--- config.mk ---
export PLATFORM = sky130hd
export DESIGN_NAME = imm_gen_pipe_flat
export DESIGN_NICKNAME = d
export VERILOG_FILES = /design/src/rtl/imm_gen_pipe_if.sv /design/src/rtl/imm_gen_pipe.sv /design/src/flat_wrapper.sv
export SDC_FILE = /design/constraint.sdc
export NUM_CORES = 1
export LEC_CHECK = 0
export BUFFER_PORTS_ARGS = -buffer_cell sky130_fd_sc_hd__buf_2
export CAP_MARGIN = 0
export CORE_MARGIN = 2
export CORE_UTILIZATION = 39
export CTS_CLUSTER_DIAMETER = 40
export CTS_CLUSTER_SIZE = 8
export DETAILED_ROUTE_END_ITERATION = 12
export PLACE_DENSITY_LB_ADDON = 0.08
export SLEW_MARGIN = 20
export SYNTH_ARGS = -nofsm -noshare
export SYNTH_HDL_FRONTEND = slang
export SYNTH_SLANG_ARGS = --single-unit
--- constraint.sdc ---
create_clock -name clk -period 6.6 [get_ports clk]
set_clock_uncertainty 0.05 [all_clocks]
set_input_delay 0.66 -clock clk [delete_from_list [all_inputs] [get_ports clk]]
set_output_delay 0.66 -clock clk [all_outputs]
set_load 0.02 [all_outputs]
--- src/rtl/imm_gen_pipe_if.sv ---
// Handshake bundle for the pipelined immediate generator.
// Upstream entry, flush and downstream ready/result in one interface.
interface imm_gen_pipe_if #(
  parameter int Width = 32
);
  logic             flush;
  logic             in_valid;
  logic             in_ready;
  logic [31:0]      instr;
  logic [2:0]       ImmSrc;
  logic [Width-1:0] pc;
  logic             out_valid;
  logic             out_ready;
  logic [Width-1:0] ImmOp;
  logic [Width-1:0] target;
  logic             imm_err;

  modport master (
    output flush, in_valid, instr,
    output ImmSrc, pc, out_ready,
    input  in_ready, out_valid,
    input  ImmOp, target, imm_err
  );

  modport slave (
    input  flush, in_valid, instr,
    input  ImmSrc, pc, out_ready,
    output in_ready, out_valid,
    output ImmOp, target, imm_err
  );
endinterface

--- src/rtl/imm_gen_pipe.sv ---
// RISC-V immediate extractor with PC-relative target,
// followed by Depth elastic valid/ready register stages.
module imm_gen_pipe #(
  parameter int Width = 32,
  parameter int Depth = 2
) (
  input  logic          clk,
  input  logic          rst,
  imm_gen_pipe_if.slave bus
);

  typedef struct packed {
    logic [Width-1:0] imm;
    logic [Width-1:0] tgt;
    logic             err;
  } ent_t;

  logic signed [31:0] w_i32;
  logic               w_err;
  logic [Width-1:0]   w_imm;
  ent_t               w_ent;
  logic               w_s;
  logic               w_unused;

  logic [Depth-1:0]   r_v;
  ent_t               r_ent [Depth];
  logic [Depth-1:0]   w_rdy;
  logic [Depth-1:0]   w_up;
  logic [Depth-1:0]   w_xfer;

  assign w_s      = bus.instr[31];
  assign w_unused = ^bus.instr[6:0];

  always_comb begin
    w_i32 = '0;
    w_err = 1'b0;
    unique case (bus.ImmSrc)
      3'b000: w_i32 = {{20{w_s}}, bus.instr[31:20]};
      3'b001: w_i32 = {{20{w_s}}, bus.instr[31:25],
                       bus.instr[11:7]};
      3'b010: w_i32 = {{19{w_s}}, w_s, bus.instr[7],
                       bus.instr[30:25],
                       bus.instr[11:8], 1'b0};
      3'b011: w_i32 = '0;
      3'b100: w_i32 = {bus.instr[31:12], 12'b0};
      3'b101: w_i32 = {{11{w_s}}, w_s,
                       bus.instr[19:12], bus.instr[20],
                       bus.instr[30:21], 1'b0};
      3'b110: w_i32 = {27'b0, bus.instr[19:15]};
      3'b111: w_err = 1'b1;
    endcase
  end

  // Every format is a signed 32-bit value; Z-type is
  // non-negative, so one sign extension covers RV64 too.
  assign w_imm     = Width'(w_i32);
  assign w_ent.imm = w_imm;
  assign w_ent.tgt = bus.pc + w_imm;
  assign w_ent.err = w_err;

  always_comb begin
    logic acc;
    acc = !r_v[Depth-1] || bus.out_ready;
    w_rdy[Depth-1] = acc;
    for (int i = Depth - 2; i >= 0; i--) begin
      acc      = !r_v[i] || acc;
      w_rdy[i] = acc;
    end
  end

  assign bus.in_ready = w_rdy[0] && !bus.flush;

  always_comb begin
    w_up[0] = bus.in_valid && bus.in_ready;
    for (int i = 1; i < Depth; i++)
      w_up[i] = r_v[i-1];
  end

  assign w_xfer = w_up & w_rdy;

  always_ff @(posedge clk or posedge rst) begin
    if (rst) begin
      r_v <= '0;
      for (int i = 0; i < Depth; i++)
        r_ent[i] <= '0;
    end else begin
      if (w_xfer[0])
        r_ent[0] <= w_ent;
      for (int i = 1; i < Depth; i++)
        if (w_xfer[i])
          r_ent[i] <= r_ent[i-1];
      if (bus.flush)
        r_v <= '0;
      else
        r_v <= w_xfer | (r_v & ~w_rdy);
    end
  end

  assign bus.out_valid = r_v[Depth-1];
  assign bus.ImmOp     = r_ent[Depth-1].imm;
  assign bus.target    = r_ent[Depth-1].tgt;
  assign bus.imm_err   = r_ent[Depth-1].err;

endmodule

--- src/flat_wrapper.sv ---
// flat-port wrapper written by rule: the top's interface ports become plain ports
module imm_gen_pipe_flat 
#(
  parameter int Width = 32,
  parameter int Depth = 2
)
  (clk, rst, bus_flush, bus_in_valid, bus_instr, bus_ImmSrc, bus_pc, bus_out_ready, bus_in_ready, bus_out_valid, bus_ImmOp, bus_target, bus_imm_err);
  imm_gen_pipe_if #(.Width(Width)) bus_i ();
  input  logic clk;
  input  logic rst;
  input wire logic [$bits(bus_i.flush)-1:0] bus_flush;
  input wire logic [$bits(bus_i.in_valid)-1:0] bus_in_valid;
  input wire logic [$bits(bus_i.instr)-1:0] bus_instr;
  input wire logic [$bits(bus_i.ImmSrc)-1:0] bus_ImmSrc;
  input wire logic [$bits(bus_i.pc)-1:0] bus_pc;
  input wire logic [$bits(bus_i.out_ready)-1:0] bus_out_ready;
  output wire logic [$bits(bus_i.in_ready)-1:0] bus_in_ready;
  output wire logic [$bits(bus_i.out_valid)-1:0] bus_out_valid;
  output wire logic [$bits(bus_i.ImmOp)-1:0] bus_ImmOp;
  output wire logic [$bits(bus_i.target)-1:0] bus_target;
  output wire logic [$bits(bus_i.imm_err)-1:0] bus_imm_err;
  assign bus_i.flush = bus_flush;
  assign bus_i.in_valid = bus_in_valid;
  assign bus_i.instr = bus_instr;
  assign bus_i.ImmSrc = bus_ImmSrc;
  assign bus_i.pc = bus_pc;
  assign bus_i.out_ready = bus_out_ready;
  assign bus_in_ready = bus_i.in_ready;
  assign bus_out_valid = bus_i.out_valid;
  assign bus_ImmOp = bus_i.ImmOp;
  assign bus_target = bus_i.target;
  assign bus_imm_err = bus_i.imm_err;
  imm_gen_pipe #(.Width(Width), .Depth(Depth)) u_core (.clk(clk), .rst(rst), .bus(bus_i));
endmodule
==> results of run 1 <==
## logic make-up (layout without fill, tap and decap cells)
logic type,count (synthesis),count (layout),share of synthesized area (%)
adder cells (fa/ha/maj),32,32,5.33
flip-flops,132,132,43.2
multiplexers,99,99,14.5
XOR/XNOR,21,21,2.41
AND/OR/NAND/NOR,165,165,10.1
buffers and inverters,112,181,9.34
AO/OA/AOI/OAI,176,176,15.2
## layout by cell type, fill, tap and decap left out, types with 13 or more instances in the layout
| master | instances |
|---|---|
| ha_1 | 31 |
| o21ai_0 | 44 |
| mux2_2 | 93 |
| dfrtp_1 | 132 |
| clkbuf_16 | 17 |
| a21o_1 | 28 |
| xor2_1 | 13 |
| buf_2 | 131 |
| nor2_1 | 27 |
| a21oi_1 | 39 |
| nand2_1 | 78 |
## flip-flops by register name, indices dropped and copies added, names as in the netlist
name,flops
u_core.r_ent,65
u_core.bus.ImmOp,32
u_core.bus.target,32
u_core.r_v,2
u_core.bus.imm_err,1
## final timing paths
check / start / endpoint / slack, ns / cells after the start
max: bus_ImmSrc[2] / u_core.r_ent[88]$_DFFE_PP0P_ / 2.89 / 14
min: rst / u_core.bus.target[15]$_DFFE_PP0P_ / 0.31 / 2
max reg2reg: u_core.r_v[1]$_DFF_PP0_ / u_core.r_ent[88]$_DFFE_PP0P_ / 4.10 / 8
min reg2reg: u_core.r_ent[100]$_DFFE_PP0P_ / u_core.r_ent[100]$_DFFE_PP0P_ / 0.42 / 2
max in group asynchronous: rst / u_core.bus.target[31]$_DFFE_PP0P_ / 4.94 / 3
min in group clk: bus_flush / u_core.r_v[1]$_DFF_PP0_ / 0.37 / 2
## layer usage
metal	track usage (%)	wire length (um)	vias up
met5	0	0	-
met4	4.75	165	0
met3	4.17	1040	10
met2	28.3	8270	139
met1	28.6	9320	2634
li1	-	-	2689
## critical path, delay by kind of cell
family / cells / cell delay [ns]
buffers and inverters: 3 / 0.51
AND/OR/NAND/NOR: 4 / 1.05
adder cells (fa/ha/maj): 2 / 0.63
AO/OA/AOI/OAI: 5 / 1.15
## per-stage QoR
stage	power [mW]	worst slack, ns	cells
after floorplan	1.80	2.36	737
after global placement	1.89	2.50	1039
after detailed placement	1.90	2.50	1039
after CTS	2.96	2.92	1071
after global routing	3.10	2.57	1071
final	2.93	2.89	1071
## where the power goes
part	internal, mW	leakage [nW]	switching, mW
clock network	0.675	0.318	0.376
registers	1.00	1.65	0.0967
logic	0.323	2.30	0.456
total	2.00	4.27	0.929
## area by class of cell
cell class                      count  area (um^2)  share of cell area [%]
Timing Repair Buffer              136          693                    8.00
Multi-Input combinational cell    493         3630                    41.9
Clock buffer                       17          425                    4.91
Clock inverter                     15          229                    2.64
Inverter                           13         53.8                   0.621
Tap cell                          265          332                    3.82
Sequential cell                   132         3300                    38.1
==> flow_summary_export.csv, run 1 <==
group,metric,value,unit
sta,fmax,0.270,GHz
power,power_density,338,nW/um^2
sta,finalHoldViolations,0,
clocking,postCtsSetupRepairBufs,0,
sta,setup_viol,0,
global_routing,grt_antenna_before_repair,0,
clocking,hold_buffers,0,
sta,period_share,56.2,%
layout,utilization,44.8,%
synth,syn_area_per_cell,10.4,um^2
synth,seq_area_frac_synth,43.2,%
clocking,htree_levels,4,
floorplanning,die_area,20700,um^2
sta,tightest_slew,0.883,ns
synth,netlist_top_cells_area,"dfrtp_1, mux2_2, buf_4, ha_1, nand2_1",
clocking,clk_pin_slew,0.06,ns
sta,holdWs,0.308,ns
floorplanning,row_count,51,
worst_setup_path,cp.arrival,4.01,ns
global_routing,grt_pass1_vias,5534,
global_routing,grt_max_degree,80,
layout,syn_to_final_growth,13.4,%
clocking,cts_num_sinks,132,
place,place_area,8020,um^2
route,avgViaCountPerCell,5.11,
synth,syn_nets,841,
worst_setup_path,cp_common_cell,"inv_1",
hold_path,min_path_type,"input pin to async pin",
layout,fin_nets,897,
worst_setup_path,max_stage_delay,0.53,ns
power,power_leakage,4.27,nW
synth,synth_area,7650,um^2
power,ir_drop,189,uV
synth,synthArstFlopShare,100,%
route,wl_per_cell,17.5,um
worst_setup_path,slowest_stage,"or4_1",
worst_setup_path,criticalPathCategory,"input pin to flop",
synth,synth.distinct_cells,65,
global_routing,grt_overflow_total,0,
worst_setup_path,end_kind,"flop",
layout,drive_gt1_share,34.0,%
worst_setup_path,path_cells,"buf_2 -> inv_1 -> nor2_1 -> a32o_1 -> ha_1 -> inv_1 -> fa_1 -> and2b_1 -> o2111ai_2 -> a21oi_2 -> o31a_2 -> a41oi_2 -> or4_1 -> nand3_1",
route,vias,5472,
synth,ys_warn_count,0,
sta,drv_slew,0,
sta,grt_setup_unrepaired,"no",
place,io_buffers,131,
route,drcViolationCount,0,
synth,synth.most_common_cell,"dfrtp_1",
route,wirelength,18.8,mm
clocking,clk_latency,0.42,ns
floorplanning,io_pins,139,
clocking,cts.repair.resized,0,
layout,finalInstanceArea,8670,um^2
worst_setup_path,worstPathRequired,6.90,ns
place,hpwl,14.1,mm
job,drv_cap,0,
status,status,"finished, final reports clean",
clocking,cts_tree,"yes",
synth,netlist_instances,737,
global_routing,grt_usage,19.2,%
place,gp_congestion,0.861,
sta,relSlewSlack,41.1,%
layout,diodes,0,
worst_setup_path,start_kind,"input pin",
layout,fill_cells,1862,
global_routing,grt_pass1_wl,30.2,mm
route,drtIter0Drc,229,
floorplanning,initial_core_util,39.5,%
floorplanning,die_w,144,um
route,ant_nets,0,
synth,ys_ff_latch,132,
sta,timing.final.crit_period,3.71,ns
route,firstDrtPassIters,4,
synth,synth_flop_cell,"dfrtp_1",
synth,synth_top_cell_area_share,43.2,%
floorplanning,coreArea,19300,um^2
floorplanning,die_y,144,um
clocking,clockBufferDepth,2,
synth,synth_edf_count,0,
clocking,cts_buffers,17,
synth,synth_common_cells,"dfrtp_1, mux2_2, nand2_1",
synth,yosysTopAreaCell,"dfrtp_1",
sta,finalSetupTns,0,ns
clocking,cts_root_buf,"clkbuf_16",
worst_setup_path,cp_max_fo,18,
(Power assumes the default switching activity.)
==> run 2: changes to the inputs <==
==> constraint.sdc (replaced) <==
create_clock -name clk -period 3.8 [get_ports clk]
set_clock_uncertainty 0.05 [all_clocks]
set_input_delay 0.38 -clock clk [delete_from_list [all_inputs] [get_ports clk]]
set_output_delay 0.38 -clock clk [all_outputs]
set_load 0.02 [all_outputs]
==> run 2 against run 1 <==
Critical path depth stayed put; first-iteration DRC count is 13% higher; clock-buffer cell count is 1 higher; flip-flop and latch count stayed put; die area stayed put; wire length is 1.5% higher; via count is 1.1% higher; sequential power is 74% higher; hold slack worse by 0.22 ns; combinational power is 76% higher; critical path type unchanged.
==> flow_summary_export.csv, run 2 (synthesized netlist as in run 1, its figures left out) <==
group,metric,value,unit
status,status,"finished, final reports clean",
layout,fin_nets,910,
layout,utilization,45.1,%
worst_setup_path,start_kind,"input pin",
sta,setup_ws,0.556,ns
power,ir_drop,302,uV
layout,largest_register_ffs,65,
floorplanning,row_count,51,
power,p_seq_share,38.9,%
layout,layout_commonest_cell,"dfrtp_1",
floorplanning,die_w,144,um
sta,fmax,0.308,GHz
hold_path,min_path_type,"input pin to flop",
layout,diodes,0,
worst_setup_path,crit_family,"compound AO/OA/AOI/OAI gates",
power,power_leakage,4.29,nW
route,vias,5532,
route,wl_per_cell,17.6,um
clocking,cts_buffers,17,
route,drtIter0Drc,258,
worst_setup_path,cp.buffers_inverters,3,
worst_setup_path,cp.depth,14,
sta,tightest_slew,0.880,ns
clocking,hold_buffers,1,
hold_path,hold-path-cell-count,2,
hold_path,hold_path.startpoint,"bus_flush",
route,ant_nets,0,
global_routing,grt_usage,19.5,%
job,drv_cap,0,
power,pwr-share-clk,33.1,%
layout,syn_to_final_growth,14.1,%
place,gp_congestion,0.902,
clocking,clk_latency,0.41,ns
worst_setup_path,rr_worst_depth,4,
global_routing,grt_pass1_vias,5719,
place,io_buffers,131,
worst_setup_path,r2r_slack,1.62,ns
power,power_density,564,nW/um^2
floorplanning,die_y,144,um
layout,regMostFlops,"u_core.r_ent",
global_routing,grt_pass1_wl,30.7,mm
worst_setup_path,worstPathRequired,4.10,ns
floorplanning,coreArea,19300,um^2
sta,period_share,85.4,%
sta,setup_viol,0,
sta,drv_slew,0,
worst_setup_path,rr_startpoint,"u_core.r_v[1]$_DFF_PP0_",
layout,drive_gt1_share,34.8,%
global_routing,grt_overflow_total,0,
global_routing,grt_antenna_before_repair,0,
worst_setup_path,slowest_stage,"or4_1",
layout,ff_latch_area,3300,um^2
worst_setup_path,end_kind,"flop",
worst_setup_path,cp.arrival,3.54,ns
route,wirelength,19.1,mm
clocking,clockBufferDepth,2,
floorplanning,die_area,20700,um^2
floorplanning,initial_core_util,39.5,%
clocking,clk_pin_slew,0.06,ns
worst_setup_path,criticalPathCategory,"input pin to flop",
worst_setup_path,max_stage_delay,0.50,ns
clocking,cts_root_buf,"clkbuf_16",
sta,finalHoldViolations,0,
sta,grt_setup_unrepaired,"no",
power,p_int,3.29,mW
clocking,cts_num_sinks,132,
worst_setup_path,cp_max_fo,15,
layout,finalInstanceArea,8720,um^2
power,swShare,33.1,%
route,drcViolationCount,0,
clocking,cts_tree,"yes",
layout,final_cell_mix,"dfrtp_1, buf_2, mux2_2, nand2_1, o21ai_0",
worst_setup_path,timing.rr.end,"u_core.bus.ImmOp[5]$_DFFE_PP0P_",
layout,multiInputGateArea,3630,um^2
floorplanning,io_pins,139,
clocking,htree_levels,4,
route,firstDrtPassIters,5,
global_routing,grt_max_degree,87,
power,power.switching,1.63,mW
power,power_frac_comb,28.0,%
worst_setup_path,path_cells,"buf_2 -> inv_1 -> nor2_1 -> a32o_1 -> ha_1 -> inv_1 -> fa_1 -> and2b_1 -> o2111ai_2 -> a21oi_2 -> o31a_2 -> a41oi_2 -> or4_1 -> nand3_1",
sta,relSlewSlack,41.3,%
place,hpwl,14.6,mm
hold_path,min_to,"u_core.r_v[1]$_DFF_PP0_",
place,place_area,8130,um^2
place,post-place-ws,0.197,ns
sta,finalSetupTns,0,ns
route,avgViaCountPerCell,5.10,
worst_setup_path,cp_common_cell,"inv_1",
layout,fill_cells,1919,
clocking,postCtsSetupRepairBufs,0,
sta,timing.final.crit_period,3.24,ns
clocking,cts.repair.resized,0,
run 2: stage by stage:
| stage | cells | power (mW) | hold slack, ns |
|---|---|---|---|
| 2_1_floorplan | 737 | 3.13 | 0.391 |
| 3_3_place_gp | 1051 | 3.30 | 0.282 |
| 3_5_place_dp | 1051 | 3.33 | 0.285 |
| 4_1_cts | 1084 | 4.98 | 0.0694 |
| 5_1_grt | 1084 | 5.22 | 0.0865 |
| 6_report | 1084 | 4.92 | 0.0893 |
run 2: metal layers:
| layer | share of wire, % | routed length [um] | track usage [%] | vias to the layer above |
|---|---|---|---|---|
| li1 | - | - | - | 2706 |
| met1 | 49 | 9340 | 28.0 | 2660 |
| met2 | 45 | 8600 | 29.7 | 152 |
| met3 | 4.8 | 923 | 4.07 | 14 |
| met4 | 1.1 | 218 | 5.78 | 0 |
| met5 | 0 | 0 | 0 | - |
run 2: power by group through the flow:
| stage | sequential (mW) | combinational, mW | clock (mW) |
|---|---|---|---|
| CTS | 1.92 | 1.39 | 1.67 |
| finish | 1.91 | 1.37 | 1.63 |
| detailed placement | 1.94 | 1.38 | 0 |
| global route | 1.96 | 1.51 | 1.74 |
| floorplan | 1.88 | 1.25 | 0 |
| global placement | 1.93 | 1.37 | 0 |
run 2: worst max path at each step:
stage / from / to / slack [ns]
global placement: bus_ImmSrc[2] / u_core.r_ent[88]$_DFFE_PP0P_ / 0.29
finish: bus_ImmSrc[2] / u_core.r_ent[88]$_DFFE_PP0P_ / 0.56
detailed placement: bus_ImmSrc[2] / u_core.r_ent[88]$_DFFE_PP0P_ / 0.20
CTS: bus_ImmSrc[2] / u_core.r_ent[88]$_DFFE_PP0P_ / 0.61
global route: bus_ImmSrc[2] / u_core.r_ent[88]$_DFFE_PP0P_ / 0.40
floorplan: bus_ImmSrc[2] / u_core.r_ent[88]$_DFFE_PP0P_ / 0.54
run 2: final cells by class:
type | instances | area share (%)
multi-input combinational | 493 | 41.6
sequential | 132 | 37.9
timing repair buffer | 149 | 9.38
clock buffer | 18 | 4.92
tap | 265 | 3.80
clock inverter | 14 | 1.79
inverter | 13 | 0.602
==> run 3: changes to the inputs <==
--- a/config.mk
+++ b/config.mk
@@ -12,6 +12,7 @@
 export CTS_CLUSTER_DIAMETER = 40
 export CTS_CLUSTER_SIZE = 8
 export DETAILED_ROUTE_END_ITERATION = 12
+export MAX_ROUTING_LAYER = met4
 export PLACE_DENSITY_LB_ADDON = 0.08
 export SLEW_MARGIN = 20
 export SYNTH_ARGS = -nofsm -noshare
==> run 3 against run 2 <==
Global-route usage about the same; combinational power hardly changed; critical path depth stayed put; clock-buffer cell count is 3 higher; fmax is 0.65% higher; sequential share of layout area decreased by 0.26 points; wire length down 0.93%; clock power rose by 9.8%; cell area grew 0.69%; first-iteration DRC count shrank 16%; critical path type unchanged; critical endpoint unchanged.
==> flow_summary_export.csv, run 3 (synthesized netlist as in run 1, its figures left out) <==
group,metric,value,unit
clocking,clockBufferDepth,2,
layout,largest_register_ffs,65,
clocking,postCtsSetupRepairBufs,0,
global_routing,grt_usage,19.5,%
sta,tightest_slew,0.896,ns
sta,setup_ws,0.577,ns
worst_setup_path,slowest_stage,"or4_1",
sta,drv_slew,0,
power,power_density,578,nW/um^2
hold_path,hold-path-cell-count,2,
global_routing,grt_pass1_vias,5508,
clocking,cts_root_buf,"clkbuf_16",
place,post-place-ws,0.197,ns
worst_setup_path,max_stage_delay,0.50,ns
worst_setup_path,criticalPathCategory,"input pin to flop",
floorplanning,row_count,51,
layout,layout_commonest_cell,"dfrtp_1",
layout,drive_gt1_share,34.8,%
power,ir_drop,298,uV
route,avgViaCountPerCell,5.11,
worst_setup_path,crit_family,"compound AO/OA/AOI/OAI gates",
route,routed-wl-met3,846,um
global_routing,grt_overflow_total,0,
worst_setup_path,r2r_slack,1.61,ns
power,power_leakage,4.33,nW
layout,syn_to_final_growth,14.9,%
worst_setup_path,cp_common_cell,"inv_1",
worst_setup_path,cp_max_fo,15,
worst_setup_path,crit_start,"bus_ImmSrc[2]",
status,status,"finished, final reports clean",
layout,diodes,0,
sta,finalSetupTns,0,ns
floorplanning,coreArea,19300,um^2
floorplanning,die_y,144,um
clocking,clk_latency,0.42,ns
sta,relSlewSlack,40.3,%
hold_path,min_path_type,"input pin to flop",
route,wirelength,18.9,mm
sta,setup_viol,0,
clocking,cts_num_sinks,132,
global_routing,grt_antenna_before_repair,0,
route,wl_per_cell,17.4,um
worst_setup_path,cp.buffers_inverters,3,
layout,fin_nets,910,
route,top_layer_used,"met4",
global_routing,grt_max_degree,87,
global_routing,grt_pass1_wl,29.6,mm
route,drcViolationCount,0,
worst_setup_path,rr_startpoint,"u_core.r_v[1]$_DFF_PP0_",
layout,final_cell_mix,"dfrtp_1, buf_2, mux2_2, nand2_1, o21ai_0",
worst_setup_path,start_kind,"input pin",
sta,fmax,0.310,GHz
hold_path,min_to,"u_core.r_v[1]$_DFF_PP0_",
floorplanning,die_w,144,um
hold_path,hold_path.startpoint,"bus_flush",
route,dr_wl_met2,8.45,mm
worst_setup_path,end_kind,"flop",
worst_setup_path,rr_worst_depth,7,
clocking,clk_pin_slew,0.06,ns
place,io_buffers,131,
layout,utilization,45.4,%
route,wl_met1,9.44,mm
layout,layout.cells.non_filler,1084,
sta,timing.final.crit_period,3.22,ns
clocking,cts_buffers,17,
job,drv_cap,0,
route,drtIter0Drc,218,
route,ant_nets,0,
floorplanning,initial_core_util,39.5,%
sta,period_share,84.8,%
worst_setup_path,timing.rr.end,"u_core.r_ent[94]$_DFFE_PP0P_",
clocking,cts.repair.resized,0,
sta,finalHoldViolations,0,
clocking,htree_levels,4,
layout,regMostFlops,"u_core.r_ent",
floorplanning,io_pins,139,
place,hpwl,14.4,mm
place,gp_congestion,0.921,
worst_setup_path,worstPathRequired,4.10,ns
place,dp_cells,1051,
sta,grt_setup_unrepaired,"no",
route,firstDrtPassIters,4,
floorplanning,die_area,20700,um^2
worst_setup_path,cp.arrival,3.53,ns
worst_setup_path,path_cells,"buf_2 -> inv_1 -> nor2_1 -> a32o_1 -> ha_1 -> inv_1 -> fa_1 -> and2b_1 -> o2111ai_2 -> a21oi_2 -> o31a_2 -> a41oi_2 -> or4_1 -> nand3_1",
clocking,cts_tree,"yes",
route,vias,5536,
-- run 3: cell count changes in the layout (fill, tap and decap cells not counted) --
| cell | change |
|---|---|
| clkinvlp_4 | -2 |
| clkbuf_8 | +3 |
| bufinv_16 | +2 |
| clkinv_4 | -1 |
| inv_6 | -2 |
-- run 3: worst max-delay path by stage --
stage,endpoint,slack [ns],depth (start not counted)
after floorplan,u_core.r_ent[88]$_DFFE_PP0P_,0.54,14
after global routing,u_core.r_ent[96]$_DFFE_PP0P_,0.35,15
final,u_core.r_ent[88]$_DFFE_PP0P_,0.58,14
after global placement,u_core.r_ent[88]$_DFFE_PP0P_,0.30,14
after CTS,u_core.r_ent[88]$_DFFE_PP0P_,0.62,14
after detailed placement,u_core.r_ent[88]$_DFFE_PP0P_,0.20,14
-- run 3: power breakdown --
| group | internal (mW) | switching (mW) |
|---|---|---|
| logic | 0.579 | 0.797 |
| clock network | 1.15 | 0.633 |
| registers | 1.74 | 0.173 |
| total | 3.47 | 1.60 |
-- run 3: layout make-up --
type | instances | area, um^2
inverter | 13 | 52.6
clock buffer | 21 | 470
timing repair buffer | 149 | 818
fill | 1889 | 10600
multi-input combinational | 493 | 3630
sequential | 132 | 3300
clock inverter | 11 | 175
tap | 265 | 332
-- run 3: worst register-to-register path: stages (launching register included) --
cell and delay (ns):
dfrtp_1 0.34, nor2b_1 0.23, a21oi_1 0.14, nand2_2 0.46, nor2_1 0.16, a221oi_1 0.34
o41ai_1 0.13, a31o_2 0.23
-- run 3: through the flow --
| step | hold WS [ns] | power (mW) | area (um^2) |
|---|---|---|---|
| floorplan | 0.391 | 3.13 | 7650 |
| global placement | 0.280 | 3.30 | 8130 |
| detailed placement | 0.280 | 3.33 | 8130 |
| CTS | 0.0719 | 5.13 | 8780 |
| global route | 0.0742 | 5.35 | 8780 |
| finish | 0.0863 | 5.07 | 8780 |
-- run 3: repair_timing --
item | CTS | global route
hold buffers | 1 | 0
endpoints found under the hold margin | 8 | 0
setup endpoints to repair | 0 | 0
-- run 3: layer usage --
metal	vias to the layer above	global-route usage, %
li1	2701	-
met1	2677	27.7
met2	144	28.7
met3	14	4.24
met4	0	4.54
met5	-	-
